[src/rtl/fetch_unit.sv]
// Instruction-fetch front end: owns the PC, issues word reads to the read cache and buffers
// returned words in a small FIFO handed to decode over a valid/ready handshake.
module fetch_unit #(
  parameter logic [31:0] RESET_PC   = 32'h0000_0000,
  parameter int unsigned FIFO_DEPTH = 4
) (
  input  logic        CLK,
  input  logic        RST,
  input  logic        JMP_DO,
  input  logic [31:0] JMP_ADDR,
  output logic [31:0] MEM_ADDR,
  output logic        MEM_RDEN,
  input  logic [31:0] MEM_OADDR,
  input  logic [31:0] MEM_DOUT,
  input  logic        MEM_VALID,
  input  logic        MEM_LOADING,
  output logic [31:0] INST,
  output logic [31:0] INST_PC,
  output logic        INST_VALID,
  input  logic        INST_READY
);

  localparam int unsigned PtrW = (FIFO_DEPTH > 1) ? $clog2(FIFO_DEPTH) : 1;
  localparam int unsigned CntW = PtrW + 1;

  logic [31:0]     pc_q, pc_d;
  logic            inflight_q, inflight_d;
  logic [PtrW-1:0] rd_ptr_q, rd_ptr_d;
  logic [PtrW-1:0] wr_ptr_q, wr_ptr_d;
  logic [CntW-1:0] count_q, count_d;
  logic [31:0]     inst_mem_q [FIFO_DEPTH];
  logic [31:0]     addr_mem_q [FIFO_DEPTH];

  logic [CntW:0] credit_used;
  logic          full;
  logic          accept;
  logic          push;
  logic          pop;

  // Credit covers the word still in flight so a return always has a free slot.
  assign credit_used = {1'b0, count_q} + {{CntW{1'b0}}, inflight_q};
  assign full        = (count_q == CntW'(FIFO_DEPTH));

  assign MEM_ADDR   = pc_q;
  assign MEM_RDEN   = RST & ~JMP_DO & (credit_used < (CntW + 1)'(FIFO_DEPTH));
  assign accept     = MEM_RDEN & ~MEM_LOADING;
  assign push       = MEM_VALID & ~JMP_DO & ~full;
  assign pop        = INST_VALID & INST_READY & ~JMP_DO;

  assign INST_VALID = (count_q != '0);
  assign INST       = inst_mem_q[rd_ptr_q];
  assign INST_PC    = addr_mem_q[rd_ptr_q];

  always_comb begin
    pc_d       = pc_q;
    inflight_d = 1'b0;
    rd_ptr_d   = rd_ptr_q;
    wr_ptr_d   = wr_ptr_q;
    count_d    = count_q;
    if (JMP_DO) begin
      pc_d     = {JMP_ADDR[31:2], 2'b00};
      rd_ptr_d = '0;
      wr_ptr_d = '0;
      count_d  = '0;
    end else begin
      if (accept) begin
        pc_d       = pc_q + 32'd4;
        inflight_d = 1'b1;
      end
      if (push) begin
        wr_ptr_d = wr_ptr_q + 1'b1;
      end
      if (pop) begin
        rd_ptr_d = rd_ptr_q + 1'b1;
      end
      unique case ({push, pop})
        2'b10:   count_d = count_q + 1'b1;
        2'b01:   count_d = count_q - 1'b1;
        default: count_d = count_q;
      endcase
    end
  end

  always_ff @(posedge CLK) begin
    if (!RST) begin
      pc_q       <= RESET_PC;
      inflight_q <= 1'b0;
      rd_ptr_q   <= '0;
      wr_ptr_q   <= '0;
      count_q    <= '0;
      for (int i = 0; i < int'(FIFO_DEPTH); i++) begin
        inst_mem_q[i] <= '0;
        addr_mem_q[i] <= '0;
      end
    end else begin
      pc_q       <= pc_d;
      inflight_q <= inflight_d;
      rd_ptr_q   <= rd_ptr_d;
      wr_ptr_q   <= wr_ptr_d;
      count_q    <= count_d;
      if (push) begin
        inst_mem_q[wr_ptr_q] <= MEM_DOUT;
        addr_mem_q[wr_ptr_q] <= MEM_OADDR;
      end
    end
  end

endmodule

[config.mk]
export PLATFORM = sky130hd
export DESIGN_NAME = fetch_unit
export DESIGN_NICKNAME = d
export VERILOG_FILES = /design/src/rtl/fetch_unit.sv
export SDC_FILE = /design/constraint.sdc
export NUM_CORES = 1
export LEC_CHECK = 0
export ABC_AREA = 1
export ABC_CLOCK_PERIOD_IN_PS = 14000
export BUFFER_PORTS_ARGS = -buffer_cell sky130_fd_sc_hd__buf_4
export CORE_MARGIN = 4
export CORE_UTILIZATION = 30
export CTS_CLUSTER_SIZE = 10
export DETAILED_ROUTE_END_ITERATION = 6
export PLACE_DENSITY_LB_ADDON = 0.12
export SLEW_MARGIN = 15
export SYNTH_ARGS = -nofsm -noshare
export SYNTH_HDL_FRONTEND = slang
export SYNTH_SLANG_ARGS = --single-unit
export TNS_END_PERCENT = 20
[constraint.sdc]
create_clock -name CLK -period 14 [get_ports CLK]
set_input_delay 2.1 -clock CLK [delete_from_list [all_inputs] [get_ports CLK]]
set_output_delay 2.1 -clock CLK [all_outputs]
set_load 0.03 [all_outputs]
==> results of run 1 <==
[how the worst max path moves through the flow]
stage                     startpoint          endpoint  slack, ps  cells past startpoint
after floorplan               JMP_DO  addr_mem_q[3][0]       6370                      4
after global placement           RST          MEM_RDEN       8610                      6
after detailed placement         RST          MEM_RDEN       8630                      6
after CTS                        RST          MEM_RDEN       8620                      6
after global routing             RST          MEM_RDEN       8500                      6
final                            RST          MEM_RDEN       8620                      6
[cells in the mapped netlist, types with 3 or more instances]
cell,number
buf_4,4
nand2_1,124
inv_1,177
buf_2,14
nor2_2,42
edfxtp_1,256
o22ai_1,64
xor2_1,8
xnor2_1,5
clkbuf_1,56
nor2_1,373
and2_1,3
nor2_4,19
dfxtp_1,40
inv_2,8
buf_6,5
nand4_1,3
a21oi_1,32
a31oi_1,3
nand3_1,32
o21ai_0,156
[final cells by class]
class                      instances  area, um2  area share [%]
clock inverter                     9       91.3           0.541
sequential                       296       8490            50.3
timing repair buffer             207       1550            9.20
clock buffer                      53       1050            6.21
inverter                         187        708            4.19
tap                              600        751            4.44
multi-input combinational        880       4250            25.1
[metrics by stage]
stage	setup WS, ps	utilization (%)	area (um2)
6_report	8620	37.3	16900
5_1_grt	8500	37.3	16900
4_1_cts	8620	37.3	16900
3_5_place_dp	8630	34.8	15800
3_3_place_gp	8610	34.8	15800
2_1_floorplan	6370	-	13700
[power by group]
part           internal (W)  switching (W)
Clock              0.000539       0.000368
Combinational     0.0000646       0.000133
Sequential         0.000999      0.0000172
Total               0.00160       0.000518
[flip-flops by register name (all words and copies together), names as in the netlist, named ones only]
| name | cells |
|---|---|
| inst_mem_q | 128 |
| inflight_q | 1 |
| MEM_ADDR | 30 |
| count_q | 3 |
| addr_mem_q | 128 |
| wr_ptr_q | 2 |
| rd_ptr_q | 2 |
[worst reg2reg max path, cell delays in order (launching register included)]
cell     delay, ps
dfxtp_1        350
inv_1          250
nand2_4        620
o21ai_4        650
buf_4          800
[metal layers]
layer	part of all wire [%]	track usage [%]
met5	0.083	0
met4	1.4	3.30
met3	5.1	3.92
met2	47	26.8
met1	46	22.1
[kinds of logic after synthesis]
group | share of synthesized area [%]
DFF | 61.8
buffers and inverters | 7.81
adders and majority gates | 0.328
and+or+nand+nor | 19.2
xor gates and xnor gates | 0.829
AOI/OAI and AO/OA | 10.1
other | 0.0273
==> flow_summary.yaml, run 1 <==
outcome:
  status: "finished, final reports clean"
clocking:
  root_buffer: "clkbuf_16"
  cts_hold_buf: 0
  path_clk_slew_ps: 50
  cts_buffers: 38
  cts.path.max_buffers: 3
  cts_sinks: 296
  post_cts_resized: 0
  clkLatencyLatePin_ps: 550
  cts_setup_buffers: 0
  cts.htree.levels: 2
  tritoncts: "built"
drt:
  drc: 0
  routedWlPerCell_um: 18.3
  dr.pass1.iters: 4
  final_antenna_net_count: 0
  wl_mm: 40.8
  drt_iter0_drc: 542
  num_vias: 10400
  routed_via_density: 4.64
floorplanning:
  dieArea_mm2: 0.0493
  die_w_um: 222
  start_util_pct: 30.3
  core_area_mm2: 0.0453
  io_pins: 200
  num_rows: 78
  die_y_um: 222
final_layout:
  fin_nets: 1715
  final_cell_count_no_fill: 2232
  mostFrequentLayoutCell: "nor2_1"
  drive_above_1_share_pct: 21.0
  fillCellCount: 4644
  area_delta_synth_final_pct: 22.9
  layout_common_cells: "nor2_1 (373), edfxtp_1 (256), buf_4 (207), inv_1 (176), o21ai_0 (153)"
  antennaDiodeCount: 0
hold_path:
  min_path_cells: 2
  holdCritPathClass: "register to register"
  hp-start: "rd_ptr_q[1]"
worst_setup_path:
  crit_fanout: 24
  timing.rr.start: "wr_ptr_q[1]"
  cp_common_cell: "buf_4"
  critPathRequiredTime_ps: 11900
  ff2ff_path_depth: 4
  crit_path_end_kind: "output pin"
  critical_path.top_delay_family: "buffers and inverters"
  crit_chain: "buf_4 -> inv_2 -> nor2_8 -> nand3_1 -> inv_1 -> buf_4"
  r2r-end: "addr_mem_q[1][20]"
  path_class: "input pin to output pin"
  reg2reg_slack_ps: 10920
  cp-start-kind: "input pin"
  cp_data_arrival_time_ps: 3280
  critical_path.slowest_cell: "inv_2"
  cpPeakStageDelay_ps: 290
  cp_num_buf_inv: 4
synthesis:
  synth-edff-count: 256
  async_flop_share_pct: 0
  synth_top_cell_by_area: "edfxtp_1"
  ys_types: 36
  synth_top_area_share_pct: 55.9
  avgSynthCellArea_um2: 9.53
  ys_seq_elements: 296
  synthCells: 1442
  ys_dominant_reg_cell: "edfxtp_1"
  synth.top_cells.by_area: "edfxtp_1 (56%), nor2_1 (10%), dfxtp_1 (5.8%), o21ai_0 (5.7%), inv_1 (4.8%)"
  netlist_area_mm2: 0.0137
  synth-seq-area-share_pct: 61.8
  ys_warn_count: 0
global_route:
  grt_pass1_vias: 10600
  antenna_found_initial: 2
  grt_usage_pct: 16.3
  grt_overflow: 0
  grt_first_pass_wirelength_mm: 62.6
  grt_max_degree: 88
placement:
  port_buffers: 195
  hpwl_mm: 22.4
  gp_congestion: 0.793
  placed_cells: 2170
power:
  power.total_w: 0.00212
  leakage_nw: 6.59
  ir_worst_vdd_v: 0.0000657
  power_density_mw_per_mm2: 126
timing:
  fmax_mhz: 186
  setup_viol: 0
  skew_ps: 19.6
  final_hold_viol_count: 0
  finalSetupTns_ps: 0
  maxSlewViolCount: 0
  slew_headroom_pct: 31.4
  layout_min_cycle_time_ps: 5380
  tightest_slew_ps: 1030
  fin_crit_sh_pct: 38.4
  rsz0062_at_grt: "no"
  whs_ps: 459
run:
  max-cap-violations: 0
Power figures use the tool's default switching activity.
==> run 2: changes to the inputs <==
--- a/config.mk
+++ b/config.mk
@@ -5,8 +5,8 @@
 export SDC_FILE = /design/constraint.sdc
 export NUM_CORES = 1
 export LEC_CHECK = 0
-export ABC_AREA = 1
-export ABC_CLOCK_PERIOD_IN_PS = 14000
+export ABC_AREA = 0
+export ABC_CLOCK_PERIOD_IN_PS = 5160
 export BUFFER_PORTS_ARGS = -buffer_cell sky130_fd_sc_hd__buf_4
 export CORE_MARGIN = 4
 export CORE_UTILIZATION = 30
==> constraint.sdc (replaced) <==
create_clock -name CLK -period 5.16 [get_ports CLK]
set_input_delay 0.774 -clock CLK [delete_from_list [all_inputs] [get_ports CLK]]
set_output_delay 0.774 -clock CLK [all_outputs]
set_load 0.03 [all_outputs]
==> flow_summary.yaml, run 2 <==
worst_setup_path:
  path_class: "input pin to output pin"
  reg2reg_slack_ps: 2230
  crit_fanout: 71
  timing.rr.start: "count_q[0]"
  cp-start-kind: "input pin"
  r2r-end: "inst_mem_q[1][13]"
  crit_path_end_kind: "output pin"
  critPathRequiredTime_ps: 4390
  cp_data_arrival_time_ps: 2540
  ff2ff_path_depth: 7
final_layout:
  multiInputGateArea_mm2: 0.00445
  area_delta_synth_final_pct: 24.9
  fin_nets: 1194
  stdcell_area_mm2: 0.0164
  fillCellCount: 4163
  seqCellArea_mm2: 0.00850
  mostFrequentLayoutCell: "edfxtp_1"
  layout_common_cells: "edfxtp_1 (256), buf_4 (209), and2_1 (194), and3_1 (74), mux4_2 (64)"
  final_cell_count_no_fill: 1699
  drive_above_1_share_pct: 30.1
hold_path:
  hp-start: "JMP_ADDR[7]"
  min_path_cells: 2
  holdCritPathClass: "input pin to register"
  worstHoldEndpoint: "MEM_ADDR[7]"
floorplanning:
  die_y_um: 217
  die_w_um: 217
  io_pins: 200
  start_util_pct: 30.4
  num_rows: 76
  core_area_mm2: 0.0433
  dieArea_mm2: 0.0473
clocking:
  cts_setup_buffers: 0
  path_clk_slew_ps: 60
  root_buffer: "clkbuf_16"
  cts_buffers: 37
  clkLatencyLatePin_ps: 530
  cts.path.max_buffers: 3
  tritoncts: "built"
  cts.htree.levels: 2
  post_cts_resized: 0
  cts_hold_buf: 0
  cts_sinks: 296
timing:
  maxSlewViolCount: 0
  tightest_slew_ps: 920
  skew_ps: 19.1
  final_hold_viol_count: 0
  fin_crit_sh_pct: 64.3
  rsz0062_at_grt: "no"
  layout_min_cycle_time_ps: 3320
  fmax_mhz: 301
  setup_ws_ps: 1840
  setup_viol: 0
  slew_headroom_pct: 38.6
  finalSetupTns_ps: 0
global_route:
  grt_pass1_vias: 8640
  grt_overflow: 0
  grt_first_pass_wirelength_mm: 55.2
  grt_max_degree: 72
  antenna_found_initial: 1
  grt_usage_pct: 15.3
drt:
  drt_iter0_drc: 490
  routedWlPerCell_um: 21.2
  dr.pass1.iters: 4
  drc: 0
  routed_via_density: 4.72
  num_vias: 8019
  wl_mm: 36.1
  final_antenna_net_count: 0
synthesis:
  async_flop_share_pct: 0
  netlist_area_mm2: 0.0132
  synth_common_cells: "edfxtp_1 (256), and2_1 (194), and3_1 (74)"
  synthCells: 900
  ys_dominant_reg_cell: "edfxtp_1"
  synth_top_area_share_pct: 58.4
  ys_types: 53
  synth_top_cell_by_area: "edfxtp_1"
  synth-edff-count: 256
  ys_warn_count: 0
  synth-seq-area-share_pct: 64.5
  synth.most_common_cell: "edfxtp_1"
  avgSynthCellArea_um2: 14.6
  synth.top_cells.by_area: "edfxtp_1 (58%), mux4_2 (11%), and2_1 (9.2%), dfxtp_1 (6.1%), and3_1 (3.5%)"
  ys_seq_elements: 296
placement:
  port_buffers: 195
  hpwl_mm: 20.5
  placed_cells: 1635
  place_area_mm2: 0.0153
  gp_congestion: 0.751
  dp_slack_ps: 1570
run:
  max-cap-violations: 0
outcome:
  status: "finished, final reports clean"
power:
  power_density_mw_per_mm2: 344
  ir_worst_vdd_v: 0.000165
  leakage_nw: 6.29
-- run 2: cell count changes in the layout (fill, tap and decap cells not counted), moves of 18 or more --
cell     before  now
nand2_1     121   26
nor2_1      373   18
nor2_2       42    0
mux4_2        0   64
o22ai_1      64    1
and3_1        0   74
a21oi_1      32   14
nor2_4       19    1
inv_1       176    9
and2_1        3  194
nand3_1      32   11
o21ai_0     153   21
-- run 2: metal layers --
layer	track usage, %	part of all wire (%)	wire, um
met4	3.22	1.3	472
met3	4.28	6.5	2330
met1	20.4	44	15900
met2	25.3	48	17400
met5	0	0	0
-- run 2: cells by family (layout without fill, tap and decap cells) --
group           Yosys count  after routing  share of synthesized area [%]
buf+inv                  73            285                           2.31
flops                   296            296                           64.5
simple gates            371            371                           16.9
xor+xnor                 26             26                           1.73
fa+ha+maj                 3              3                          0.342
compound gates           64             64                           3.12
mux                      66             66                           11.1
other cells               1              3                         0.0285
-- run 2: worst max path at each step --
stage          slack (ps)                 to  cells after the start     start
2_1_floorplan       -1420   addr_mem_q[2][0]                      5    JMP_DO
3_3_place_gp         1580  addr_mem_q[1][31]                      8    JMP_DO
3_5_place_dp         1570   addr_mem_q[1][6]                      8    JMP_DO
4_1_cts              1800           INST[27]                      3  register
5_1_grt              1680           MEM_RDEN                      4       RST
6_report             1840           MEM_RDEN                      4       RST
-- run 2: area by class of cell --
class | instances | area share (%)
multi-input cells | 532 | 27.1
inverters | 10 | 0.228
repair buffers | 212 | 9.91
well taps | 585 | 4.45
flip-flops and latches | 296 | 51.7
diodes | 1 | 0.0152
clock inverters | 5 | 0.152
clock buffers | 58 | 6.49
-- run 2: worst max-delay path, stage by stage --
cell      delay [ps]
buf_4            590
nand2b_1         510
a311oi_1         400
buf_4            230
-- run 2: through the flow --
stage	total power, W	utilization, %	hold WS (ps)
2_1_floorplan	0.00309	-	485
3_3_place_gp	0.00333	35.5	504
3_5_place_dp	0.00333	35.5	515
4_1_cts	0.00574	38.0	429
5_1_grt	0.00589	38.0	438
6_report	0.00565	38.0	468
-- run 2: where the power goes --
group / internal [W] / switching (W) / leakage, nW / total, W
registers: 0.00271 / 0.0000494 / 2.99 / 0.00276
logic: 0.000202 / 0.000308 / 2.77 / 0.000510
clock network: 0.00141 / 0.000964 / 0.528 / 0.00238
==> run 3: changes to the inputs <==
--- a/config.mk
+++ b/config.mk
@@ -5,8 +5,8 @@
 export SDC_FILE = /design/constraint.sdc
 export NUM_CORES = 1
 export LEC_CHECK = 0
-export ABC_AREA = 0
-export ABC_CLOCK_PERIOD_IN_PS = 5160
+export ABC_AREA = 1
+export ABC_CLOCK_PERIOD_IN_PS = 3000
 export BUFFER_PORTS_ARGS = -buffer_cell sky130_fd_sc_hd__buf_4
 export CORE_MARGIN = 4
 export CORE_UTILIZATION = 30
==> constraint.sdc (replaced) <==
create_clock -name CLK -period 3 [get_ports CLK]
set_input_delay 0.45 -clock CLK [delete_from_list [all_inputs] [get_ports CLK]]
set_output_delay 0.45 -clock CLK [all_outputs]
set_load 0.03 [all_outputs]
==> flow_summary.yaml, run 3 (same netlist as run 1, synthesis figures left out) <==
floorplanning:
  start_util_pct: 30.3
  die_w_um: 222
  num_rows: 78
  core_area_mm2: 0.0453
  dieArea_mm2: 0.0493
  die_y_um: 222
  io_pins: 200
drt:
  wl_mm: 41.0
  routed_via_density: 4.66
  wl_met3_mm: 2.12
  routed.top_layer: "met5"
  final_antenna_net_count: 0
  num_vias: 10500
  wl_met2_mm: 19.4
  drc: 0
  routedWlPerCell_um: 18.2
  drt_iter0_drc: 483
  dr.pass1.iters: 5
  drt-met1-wl_mm: 18.7
worst_setup_path:
  cp-start-kind: "register"
  crit_fanout: 24
  r2r-end: "inst_mem_q[0][8]"
  crit_path_end_kind: "output pin"
  critPathRequiredTime_ps: 2550
  ff2ff_path_depth: 7
  reg2reg_slack_ps: 840
  timing.rr.start: "count_q[1]"
  cp-endpoint: "INST[14]"
  cp_data_arrival_time_ps: 2220
  path_class: "register to output pin"
final_layout:
  drive_above_1_share_pct: 21.4
  area_delta_synth_final_pct: 23.9
  fin_nets: 1732
  finalCoreUtilization_pct: 37.6
  mostFrequentLayoutCell: "nor2_1"
  antennaDiodeCount: 0
  layout_common_cells: "nor2_1 (373), edfxtp_1 (256), buf_4 (215), inv_1 (176), o21ai_0 (153)"
global_route:
  grt_usage_pct: 16.3
  grt_max_degree: 129
  grt_overflow: 0
  antenna_found_initial: 1
  grt_first_pass_wirelength_mm: 63.0
  grt_pass1_vias: 10900
clocking:
  path_clk_slew_ps: 60
  post_cts_resized: 0
  cts_setup_buffers: 0
  cts.htree.levels: 2
  cts_sinks: 296
  cts_hold_buf: 0
  root_buffer: "clkbuf_16"
  clkLatencyLatePin_ps: 540
  cts.path.max_buffers: 3
  tritoncts: "built"
  cts_buffers: 37
timing:
  rsz0062_at_grt: "no"
  fin_crit_sh_pct: 88.9
  slew_headroom_pct: 36.7
  fmax_mhz: 375
  tightest_slew_ps: 950
  final_hold_viol_count: 0
  setup_viol: 0
  skew_ps: 13.5
  finalSetupTns_ps: 0
  layout_min_cycle_time_ps: 2670
  maxSlewViolCount: 0
placement:
  hpwl_mm: 24.0
  port_buffers: 195
  gp_congestion: 0.823
run:
  max-cap-violations: 0
power:
  ir_worst_vdd_v: 0.000281
  leakage_nw: 6.66
  power_density_mw_per_mm2: 566
hold_path:
  holdCritPathClass: "input pin to register"
outcome:
  status: "finished, final reports clean"
-- run 3: cell types whose count changed in the layout (fill, tap and decap cells not counted), sizes merged, moves of 74 or more --
cell | before | now
and2 | 194 | 3
and3 | 74 | 0
inv | 11 | 188
nand2 | 28 | 125
nor2 | 19 | 435
o21ai | 26 | 156
-- run 3: final cells by class --
cell class              instances  area, um2
clock buffers                  52        992
repair buffers                225       1810
flip-flops and latches        296       8490
clock inverters                 6       35.0
inverters                     187        708
well taps                     600        751
multi-input cells             880       4240
fillers                      4689      28300
-- run 3: worst max-delay path, cell delays in order (launching register included) --
cell and delay, ps:
dfxtp_2 610, buf_4 400, o21ai_0 150, o22ai_1 290, buf_4 220
-- run 3: power breakdown --
group          leakage, nW  switching, W  internal, W
clock network        0.500       0.00167      0.00228
registers             2.99     0.0000770      0.00466
logic                 3.18      0.000629     0.000325
-- run 3: worst min-delay path by stage --
stage / startpoint / cells after the start / end / slack (ps)
global route: JMP_ADDR[9] / 3 / MEM_ADDR[9] / 190
detailed placement: rd_ptr_q[1] / 2 / register / 460
finish: JMP_ADDR[11] / 3 / MEM_ADDR[11] / 200
global placement: rd_ptr_q[1] / 2 / register / 460
floorplan: rd_ptr_q[1] / 2 / register / 440
CTS: JMP_ADDR[11] / 3 / MEM_ADDR[11] / 170
-- run 3: per-stage QoR --
stage	total power (W)	worst slack, ps	hold WS (ps)	std cells	area, um2
2_1_floorplan	0.00535	-1190	436	1443	13800
3_3_place_gp	0.00579	650	463	2188	16000
3_5_place_dp	0.00580	650	464	2188	16000
4_1_cts	0.00981	190	167	2246	17000
5_1_grt	0.0101	136	194	2246	17000
6_report	0.00965	334	202	2246	17000
-- run 3: per-layer routing --
layer,up-vias,GRT usage (%)
met5,-,0
li1,5114,-
met3,54,4.02
met1,5082,21.3
met4,2,4.04
met2,225,27.4
